<file path="src/rtl/othello_pkg.sv">
// Shared constants for the Othello turn controller: state codes, direction
// codes, side values and the tag recording which key led into KEY_REL.
package othello_pkg;

    localparam logic [3:0] ST_IDLE    = 4'd0;
    localparam logic [3:0] ST_SELECT  = 4'd1;
    localparam logic [3:0] ST_KEY_REL = 4'd2;
    localparam logic [3:0] ST_DRAW    = 4'd3;
    localparam logic [3:0] ST_DETECT  = 4'd4;
    localparam logic [3:0] ST_FLIP    = 4'd5;
    localparam logic [3:0] ST_TURN    = 4'd6;
    localparam logic [3:0] ST_END     = 4'd7;

    localparam logic [1:0] DIR_UP    = 2'd0;
    localparam logic [1:0] DIR_DOWN  = 2'd1;
    localparam logic [1:0] DIR_LEFT  = 2'd2;
    localparam logic [1:0] DIR_RIGHT = 2'd3;

    localparam logic BLACK = 1'b0;
    localparam logic WHITE = 1'b1;

    typedef enum logic {
        TAG_PLACE = 1'b0,
        TAG_PASS  = 1'b1
    } tag_t;

endpackage

</file>
<file path="src/rtl/othello_turn_ctrl_repeat_tick.sv">
// Auto-repeat interval counter: counts down from REPEAT_DIV-1 while enabled and
// holds tick high at zero until the consumer reloads it.
module repeat_tick #(
    parameter int REPEAT_DIV = 12500000,
    parameter int REPEAT_W   = 28
) (
    input  logic clk,
    input  logic reset_n,
    input  logic enable,
    input  logic reload,
    output logic tick
);

    localparam logic [REPEAT_W-1:0] RELOAD_VAL = REPEAT_W'(REPEAT_DIV - 1);

    logic [REPEAT_W-1:0] count;

    always_ff @(posedge clk or negedge reset_n) begin
        if (!reset_n) begin
            count <= RELOAD_VAL;
        end else if (!enable || reload) begin
            count <= RELOAD_VAL;
        end else if (count != '0) begin
            count <= count - 1'b1;
        end
    end

    assign tick = enable && (count == '0);

endmodule

</file>
<file path="src/rtl/othello_turn_ctrl.sv">
// Othello turn sequencer: cursor, side, pass count and req/ack handshakes to the
// move detector, flipper and drawer. Define AUTO_REPEAT_EN for held-key repeat.
module othello_turn_ctrl
    import othello_pkg::*;
#(
    parameter int BOARD_W    = 8,
    parameter int BOARD_H    = 8,
    parameter int COORD_W    = 4,
    parameter int REPEAT_DIV = 12500000,
    parameter int REPEAT_W   = 28
) (
    input  logic               clk,
    input  logic               reset_n,
    input  logic               restart,
    input  logic               go,
    input  logic               move_up,
    input  logic               move_down,
    input  logic               move_left,
    input  logic               move_right,
    input  logic               place,
    input  logic               pass,
    output logic               det_req,
    input  logic               det_ack,
    input  logic               det_legal,
    output logic               flip_req,
    input  logic               flip_done,
    input  logic               win,
    output logic               draw_req,
    input  logic               draw_done,
    output logic [COORD_W-1:0] cur_x,
    output logic [COORD_W-1:0] cur_y,
    output logic               side,
    output logic               game_over,
    output logic [3:0]         state
);

    localparam logic [COORD_W-1:0] X_MAX  = COORD_W'(BOARD_W - 1);
    localparam logic [COORD_W-1:0] Y_MAX  = COORD_W'(BOARD_H - 1);
    localparam logic [COORD_W-1:0] X_INIT = COORD_W'(BOARD_W / 2 - 1);
    localparam logic [COORD_W-1:0] Y_INIT = COORD_W'(BOARD_H / 2 - 1);

    if (BOARD_W < 2 || BOARD_W > 16 || BOARD_H < 2 || BOARD_H > 16 ||
        (1 << COORD_W) < BOARD_W || (1 << COORD_W) < BOARD_H ||
        REPEAT_DIV < 1 || REPEAT_W < 1 || (REPEAT_DIV >> REPEAT_W) != 0) begin : g_param_check
        $error("othello_turn_ctrl: invalid parameter set");
    end

    logic       draw_req_q;
    logic       det_req_q;
    logic       flip_req_q;
    logic [1:0] pass_cnt;
    tag_t       tag;
    logic       dir_lock;
    logic       any_dir;
    logic [1:0] sel_dir;
    logic       step_ok;
    logic       step_taken;

    assign any_dir = move_up | move_down | move_left | move_right;

    always_comb begin
        sel_dir = DIR_RIGHT;
        if (move_up) begin
            sel_dir = DIR_UP;
        end else if (move_down) begin
            sel_dir = DIR_DOWN;
        end else if (move_left) begin
            sel_dir = DIR_LEFT;
        end
    end

`ifdef AUTO_REPEAT_EN
    logic [1:0] last_dir;
    logic       rpt_tick;
    logic       rpt_enable;

    // The interval restarts whenever the held key goes away or changes.
    assign rpt_enable = dir_lock && any_dir && (sel_dir == last_dir);

    repeat_tick #(
        .REPEAT_DIV(REPEAT_DIV),
        .REPEAT_W  (REPEAT_W)
    ) u_repeat_tick (
        .clk    (clk),
        .reset_n(reset_n),
        .enable (rpt_enable),
        .reload (step_taken),
        .tick   (rpt_tick)
    );

    always_ff @(posedge clk or negedge reset_n) begin
        if (!reset_n) begin
            last_dir <= DIR_UP;
        end else if (step_taken) begin
            last_dir <= sel_dir;
        end
    end

    assign step_ok = any_dir && (!dir_lock || rpt_tick);
`else
    assign step_ok = any_dir && !dir_lock;
`endif

    assign step_taken = !restart && (state == ST_SELECT) && !place && !pass && step_ok;

    // A key that caused a step (or left END) must be released before it steps again.
    always_ff @(posedge clk or negedge reset_n) begin
        if (!reset_n) begin
            dir_lock <= 1'b0;
        end else if (!any_dir) begin
            dir_lock <= 1'b0;
        end else if (step_taken || (!restart && state == ST_END)) begin
            dir_lock <= 1'b1;
        end
    end

    always_ff @(posedge clk or negedge reset_n) begin
        if (!reset_n) begin
            state      <= ST_IDLE;
            cur_x      <= X_INIT;
            cur_y      <= Y_INIT;
            side       <= BLACK;
            pass_cnt   <= 2'd0;
            tag        <= TAG_PLACE;
            draw_req_q <= 1'b0;
            det_req_q  <= 1'b0;
            flip_req_q <= 1'b0;
        end else if (restart) begin
            state      <= ST_IDLE;
            cur_x      <= X_INIT;
            cur_y      <= Y_INIT;
            side       <= BLACK;
            pass_cnt   <= 2'd0;
            tag        <= TAG_PLACE;
            draw_req_q <= 1'b0;
            det_req_q  <= 1'b0;
            flip_req_q <= 1'b0;
        end else begin
            case (state)
                ST_IDLE: begin
                    if (go) begin
                        state      <= ST_DRAW;
                        draw_req_q <= 1'b1;
                    end
                end
                ST_SELECT: begin
                    if (place) begin
                        tag   <= TAG_PLACE;
                        state <= ST_KEY_REL;
                    end else if (pass) begin
                        tag   <= TAG_PASS;
                        state <= ST_KEY_REL;
                    end else if (step_ok) begin
                        case (sel_dir)
                            DIR_UP:    cur_y <= (cur_y == '0)   ? Y_MAX : cur_y - COORD_W'(1);
                            DIR_DOWN:  cur_y <= (cur_y == Y_MAX) ? '0    : cur_y + COORD_W'(1);
                            DIR_LEFT:  cur_x <= (cur_x == '0)   ? X_MAX : cur_x - COORD_W'(1);
                            default:   cur_x <= (cur_x == X_MAX) ? '0    : cur_x + COORD_W'(1);
                        endcase
                        state      <= ST_DRAW;
                        draw_req_q <= 1'b1;
                    end
                end
                ST_KEY_REL: begin
                    if (tag == TAG_PLACE && !place) begin
                        state     <= ST_DETECT;
                        det_req_q <= 1'b1;
                    end else if (tag == TAG_PASS && !pass) begin
                        pass_cnt <= pass_cnt + 2'd1;
                        state    <= ST_TURN;
                    end
                end
                ST_DRAW: begin
                    if (draw_done) begin
                        draw_req_q <= 1'b0;
                        state      <= ST_SELECT;
                    end
                end
                ST_DETECT: begin
                    if (det_ack) begin
                        det_req_q <= 1'b0;
                        if (det_legal) begin
                            state      <= ST_FLIP;
                            flip_req_q <= 1'b1;
                        end else begin
                            state <= ST_SELECT;
                        end
                    end
                end
                ST_FLIP: begin
                    if (flip_done) begin
                        flip_req_q <= 1'b0;
                        pass_cnt   <= 2'd0;
                        state      <= ST_TURN;
                    end
                end
                ST_TURN: begin
                    if (win || pass_cnt == 2'd2) begin
                        state <= ST_END;
                    end else begin
                        side       <= (side == BLACK) ? WHITE : BLACK;
                        state      <= ST_DRAW;
                        draw_req_q <= 1'b1;
                    end
                end
                ST_END: begin
                    if (any_dir || go) begin
                        state    <= ST_IDLE;
                        cur_x    <= X_INIT;
                        cur_y    <= Y_INIT;
                        side     <= BLACK;
                        pass_cnt <= 2'd0;
                    end
                end
                default: begin
                    state      <= ST_IDLE;
                    draw_req_q <= 1'b0;
                    det_req_q  <= 1'b0;
                    flip_req_q <= 1'b0;
                end
            endcase
        end
    end

    // restart must silence the handshakes in the same cycle it is raised.
    assign draw_req  = draw_req_q & ~restart;
    assign det_req   = det_req_q & ~restart;
    assign flip_req  = flip_req_q & ~restart;
    assign game_over = (state == ST_END);

endmodule

</file>
<file path="config.mk">
export PLATFORM = sky130hd
export DESIGN_NAME = othello_turn_ctrl
export DESIGN_NICKNAME = d
export VERILOG_FILES = /design/src/rtl/othello_pkg.sv /design/src/rtl/othello_turn_ctrl_repeat_tick.sv /design/src/rtl/othello_turn_ctrl.sv
export SDC_FILE = /design/constraint.sdc
export NUM_CORES = 1
export LEC_CHECK = 0
export BUFFER_PORTS_ARGS = -buffer_cell sky130_fd_sc_hd__clkbuf_2
export CORE_MARGIN = 2
export CORE_UTILIZATION = 50
export CTS_CLUSTER_SIZE = 40
export DETAILED_ROUTE_END_ITERATION = 16
export GPL_TIMING_DRIVEN = 1
export PLACE_DENSITY = 0.84
export SYNTH_ARGS = -nofsm -noshare
export SYNTH_HDL_FRONTEND = slang
export SYNTH_HIERARCHICAL = 1
export SYNTH_SLANG_ARGS = --single-unit
</file>
<file path="constraint.sdc">
create_clock -name clk -period 2.38 [get_ports clk]
set_input_delay 0.476 -clock clk [delete_from_list [all_inputs] [get_ports clk]]
set_output_delay 0.476 -clock clk [all_outputs]
set_load 0.02 [all_outputs]
</file>
==> results.py, run 1 <==
metrics = {
    "run": {
        "cap_violations": 0,
    },
    "synthesis": {
        "syn_area_um2": 1533,
        "ys_seq_area_share_pct": 31.35,
        "synth-edff-count": 0,
        "synthesis.nets": 213,
        "netlist_instances": 193,
        "ys_async_sr_fraction_pct": 100.0,
        "syn_area_per_cell_um2": 7.942,
        "yosys.cell_types.count": 53,
        "yosys_most_used_dff": "dfrtp_1",
        "yosys_warnings": 6,
        "yosys_register_bits": 19,
    },
    "drt": {
        "wl_per_cell_um": 14.02,
        "drt-pass1-iter-count": 4,
        "vias_per_cell": 6.008,
        "drc": 0,
        "wl_um": 3604,
        "antenna_left": 0,
        "vias": 1544,
        "dr.first_iter.drc_count": 63,
    },
    "finish": {
        "diodes": 0,
        "multi_input_area_um2": 975.9,
        "syn2layout_area_growth_pct": 14.69,
        "nets": 245,
        "fillers": 278,
        "drive_gt1_share_pct": 23.66,
        "seqCellArea_um2": 480.5,
        "layout_common_cells": "clkbuf_2, nor2_1, dfrtp_1",
        "final_common_cell": "clkbuf_2",
    },
    "die": {
        "die_w_um": 59.37,
        "coreArea_um2": 2978,
        "start_util_pct": 51.47,
        "die-area_um2": 3524,
        "pin_count": 32,
        "rows": 20,
        "die_h_um": 59.37,
    },
    "setup_path": {
        "required_ps": 1900,
        "arrival_ps": 1590,
        "crit_type": "flip-flop to primary output",
        "crit_path_max_fanout": 15,
        "crit_path_end_kind": "primary output",
        "critPathLaunchType": "flip-flop",
        "r2r_slack_ps": 340,
    },
    "sta": {
        "rsz0062_at_grt": "false",
        "hold_violations": 0,
        "setup_slack_ps": 315.8,
        "finalCritPeriodShare_pct": 86.73,
        "tns_ps": 0,
        "maxSlewViolCount": 0,
        "min_period_ps": 2064,
        "skew_ps": 15.62,
        "fmax_mhz": 484.5,
        "tightest_slew_ps": 619.0,
        "setup_violations": 0,
        "slew_headroom_pct": 58.73,
    },
    "grt": {
        "grt_max_degree": 23,
        "grt_pass1_vias": 1433,
        "grt_util_all_layers_pct": 23.32,
        "grt_pass1_wl_um": 6361,
        "antenna_found_initial": 0,
        "grt-ovfl-total": 0,
    },
    "power": {
        "power.switching_mw": 0.9805,
        "power_density_nw_per_um2": 1134,
        "p_clk_share_pct": 8.2,
        "p_leak_nw": 0.7942,
        "peakVddDrop_mv": 0.5810,
        "intPower_mw": 1.012,
        "swShare_pct": 49.20,
        "p_seq_share_pct": 35.9,
        "p_comb_share_pct": 55.9,
    },
    "clock_tree": {
        "clockBufferDepth": 2,
        "cts_hold_buf": 0,
        "root_buffer": "clkbuf_4",
        "numCtsBuffers": 3,
        "post_cts_buffers": 0,
        "clkTransAtPathRegs_ps": 120,
        "htreeDepth": 1,
        "cts_tree": "yes",
        "worstSkewPairLatency_ps": 300,
        "cts.sinks": 19,
        "ctsResizeCount": 0,
    },
    "place": {
        "post-place-ws_ps": 208.2,
        "dp_hpwl_um": 2786,
        "place_congestion": 0.8856,
        "io_buffers": 30,
    },
    "min_path": {
        "min_path_type": "primary input to asynchronous set/reset pin",
    },
    "run_status": {
        "status": "complete, no violations",
    },
}
[synth_stat cells, types with 3 or more instances]
| cell | n | area, um^2 |
|---|---|---|
| a211oi_1 | 4 | 30.03 |
| a21oi_1 | 14 | 70.07 |
| a31oi_1 | 9 | 56.30 |
| clkbuf_1 | 6 | 22.52 |
| dfrtp_1 | 15 | 375.4 |
| dfstp_2 | 4 | 105.1 |
| ha_1 | 5 | 62.56 |
| inv_1 | 10 | 37.54 |
| nand2_1 | 14 | 52.55 |
| nand2b_1 | 7 | 43.79 |
| nand3_1 | 5 | 25.02 |
| nor2_1 | 26 | 97.59 |
| nor2b_1 | 7 | 43.79 |
| nor3_1 | 9 | 45.04 |
| o21ai_0 | 7 | 35.03 |
| o21ai_1 | 4 | 20.02 |
| or4_1 | 3 | 22.52 |
[cells by family after synthesis]
| family | count (synthesis) | synth area share (%) |
|---|---|---|
| XOR/XNOR | 2 | 1.143 |
| adder cells (fa/ha/maj) | 5 | 4.082 |
| AND/OR/NAND/NOR | 81 | 26.77 |
| buffers and inverters | 19 | 4.979 |
| AO/OA/AOI/OAI | 60 | 26.94 |
| flip-flops | 19 | 31.35 |
| multiplexers | 6 | 4.489 |
| other | 1 | 0.2447 |
[stage by stage]
step | total power, mW | util (%) | cells | instance area, um^2 | hold slack, ps
finish | 1.993 | 59.03 | 257 | 1758 | 102.8
global route | 2.187 | 59.03 | 257 | 1758 | 136.3
CTS | 2.002 | 59.03 | 257 | 1758 | 114.6
detailed placement | 1.829 | 58.11 | 253 | 1730 | 457.3
global placement | 1.794 | 58.11 | 253 | 1730 | 447.0
floorplan | 1.507 | - | 193 | 1533 | 180.4
[power by group through the flow]
stage	clock, mW	sequential (mW)	combinational (mW)
3_3_place_gp	0	0.708	1.09
5_1_grt	0.184	0.746	1.26
2_1_floorplan	0	0.701	0.807
3_5_place_dp	0	0.713	1.12
6_report	0.163	0.715	1.11
4_1_cts	0.171	0.711	1.12
[state kept, by name, indices dropped and copies added (netlist names)]
name	flops
cur_x	4
cur_y	4
state	3
pass_cnt	2
det_req_q	1
dir_lock	1
draw_req_q	1
flip_req_q	1
side	1
tag	1
[path summary, 6_finish.rpt]
check | from | to | depth (start not counted)
worst min register to register | draw_req_q | draw_req_q | 1
worst min-delay path | reset_n | pass_cnt[1] | 1
worst max-delay path | state[2] | game_over | 3
max in group asynchronous | reset_n | cur_x[0] | 1
min in group clk | det_ack | det_req_q | 4
worst max register to register | state[1] | cur_y[3] | 4
[cell type report]
class                      count  area share (%)
tap                           33           2.349
inverter                      10           2.135
sequential                    19           27.33
clock inverter                 1          0.2847
multi-input combinational    155           55.52
clock buffer                   3           1.281
timing repair buffer          36           11.10
[worst max-delay path, cell delays in order (launching register included)]
cell	delay [ps]
dfrtp_1	630
buf_4	260
and3_1	210
clkbuf_2	180
[per-layer routing]
metal	global-route usage (%)	vias to the layer above	routed length, um
li1	-	770	-
met1	31.37	705	1665
met2	37.68	60	1659
met3	3.057	9	204
met4	9.416	0	74
met5	0	-	0
Power figures use the tool's default switching activity.
==> run 2, diff against run 1 <==
==> constraint.sdc (replaced) <==
create_clock -name clk -period 2.38 [get_ports clk]
set_input_delay 0.119 -clock clk [delete_from_list [all_inputs] [get_ports clk]]
set_output_delay 0.119 -clock clk [all_outputs]
set_load 0.02 [all_outputs]
==> results.py, run 2 (synthesized netlist as in run 1, its figures left out) <==
metrics = {
    "sta": {
        "skew_ps": 13.80,
        "finalCritPeriodShare_pct": 87.78,
        "fmax_mhz": 478.7,
        "hold_violations": 0,
        "whs_ps": 122.5,
        "slew_headroom_pct": 56.84,
        "tns_ps": 0,
        "maxSlewViolCount": 0,
        "tightest_slew_ps": 642.1,
        "setup_violations": 0,
        "rsz0062_at_grt": "false",
        "min_period_ps": 2089,
    },
    "finish": {
        "layout_common_cells": "clkbuf_2, nor2_1, dfrtp_1",
        "syn2layout_area_growth_pct": 13.39,
        "finalNonFillerCells": 254,
        "final_common_cell": "clkbuf_2",
        "stdcell_area_um2": 1738,
        "diodes": 0,
        "fillers": 275,
        "drive_gt1_share_pct": 22.17,
        "reg.largest.list": "cur_x: 4 flops, cur_y: 4 flops, state: 3 flops",
        "nets": 242,
    },
    "die": {
        "rows": 20,
        "start_util_pct": 51.47,
        "die-area_um2": 3524,
        "die_h_um": 59.37,
        "coreArea_um2": 2978,
        "die_w_um": 59.37,
        "pin_count": 32,
    },
    "power": {
        "power_density_nw_per_um2": 1128,
        "finalPower_mw": 1.960,
        "peakVddDrop_mv": 0.5779,
        "p_leak_nw": 0.7780,
    },
    "setup_path": {
        "cp_cell_sequence": "nor4b_1 > o211ai_1 > o311a_1 > o31a_1 > mux2_1",
        "crit_type": "flip-flop to flip-flop",
        "crit_path_end_kind": "flip-flop",
        "critPathLaunchType": "flip-flop",
        "cp_slowest_cell": "dfrtp_1",
        "r2r-start": "state[0]",
        "r2r_slack_ps": 290,
        "crit_path_max_fanout": 20,
        "critical_path.top_delay_family": "flip-flops",
        "critPathBufInv": 0,
        "reg2reg_depth": 5,
        "r2r_end": "state[2]",
        "max_stage_delay_ps": 710,
        "required_ps": 2590,
        "arrival_ps": 2300,
    },
    "clock_tree": {
        "post_cts_buffers": 0,
        "htreeDepth": 1,
        "worstSkewPairLatency_ps": 310,
        "cts_tree": "yes",
        "cts.sinks": 19,
        "clkTransAtPathRegs_ps": 110,
        "root_buffer": "clkbuf_4",
        "numCtsBuffers": 3,
        "clockBufferDepth": 2,
    },
    "drt": {
        "drc": 0,
        "drt-pass1-iter-count": 4,
        "wl_um": 3491,
        "dr.first_iter.drc_count": 114,
        "vias": 1530,
        "vias_per_cell": 6.024,
        "wl_per_cell_um": 13.74,
        "antenna_left": 0,
    },
    "min_path": {
        "hold_path_end": "dir_lock",
        "min_path_type": "primary input to flip-flop",
        "min_delay_path_depth": 3,
        "worstHoldStart": "move_right",
    },
    "grt": {
        "grt_max_degree": 23,
        "grt_pass1_wl_um": 5575,
        "grt-ovfl-total": 0,
        "antenna_found_initial": 0,
        "grt_util_all_layers_pct": 20.59,
        "grt_pass1_vias": 1277,
    },
    "place": {
        "dpl_cell_area_um2": 1700,
        "placed_cells": 249,
        "place_congestion": 0.8621,
        "io_buffers": 30,
        "dp_hpwl_um": 2597,
    },
    "run_status": {
        "status": "complete, no violations",
    },
    "run": {
        "cap_violations": 0,
    },
}
-- run 2: worst max path at each step --
stage	startpoint	end	cells past startpoint
floorplan	state[2]	state[2]	6
detailed placement	state[1]	cur_x[3]	5
CTS	state[1]	cur_x[3]	5
finish	state[0]	state[2]	5
global route	state[0]	state[2]	5
global placement	state[1]	cur_x[3]	5
-- run 2: metrics by stage --
step / utilization, % / setup slack, ps
floorplan: - / 498.2
global placement: 57.10 / 408.1
detailed placement: 57.10 / 377.3
CTS: 58.36 / 334.8
global route: 58.36 / 112.5
finish: 58.36 / 290.9
-- run 2: where the power goes --
part | internal [mW] | switching, mW | leakage, nW
registers | 0.467 | 0.248 | 0.241
logic | 0.470 | 0.609 | 0.519
clock network | 0.0628 | 0.103 | 0.0177
total | 1.00 | 0.960 | 0.778
-- run 2: worst reg2reg max path: stages (launching register included) --
cell and delay (ps):
dfrtp_1 710, nor4b_1 480, o211ai_1 160, o311a_1 170, o31a_1 150, mux2_1 310
-- run 2: repair_timing --
item,in CTS,in global routing
gates resized for setup,0,0
hold buffers,1,0
endpoints found under the hold margin,15,0
-- run 2: area by class of cell --
class	count	area, um^2	area share [%]
Inverter	10	37.54	2.160
Clock inverter	1	5.005	0.2880
Multi-Input combinational cell	155	975.9	56.16
Clock buffer	3	22.52	1.296
Tap cell	33	41.29	2.376
Timing Repair Buffer	33	175.2	10.08
Sequential cell	19	480.5	27.65
-- run 2: metal layers --
metal | wire [um] | global-route usage, % | vias to the layer above
li1 | - | - | 770
met1 | 1536 | 26.75 | 689
met2 | 1649 | 34.07 | 66
met3 | 255 | 3.275 | 5
met4 | 51 | 8.117 | 0
met5 | 0 | 0 | -
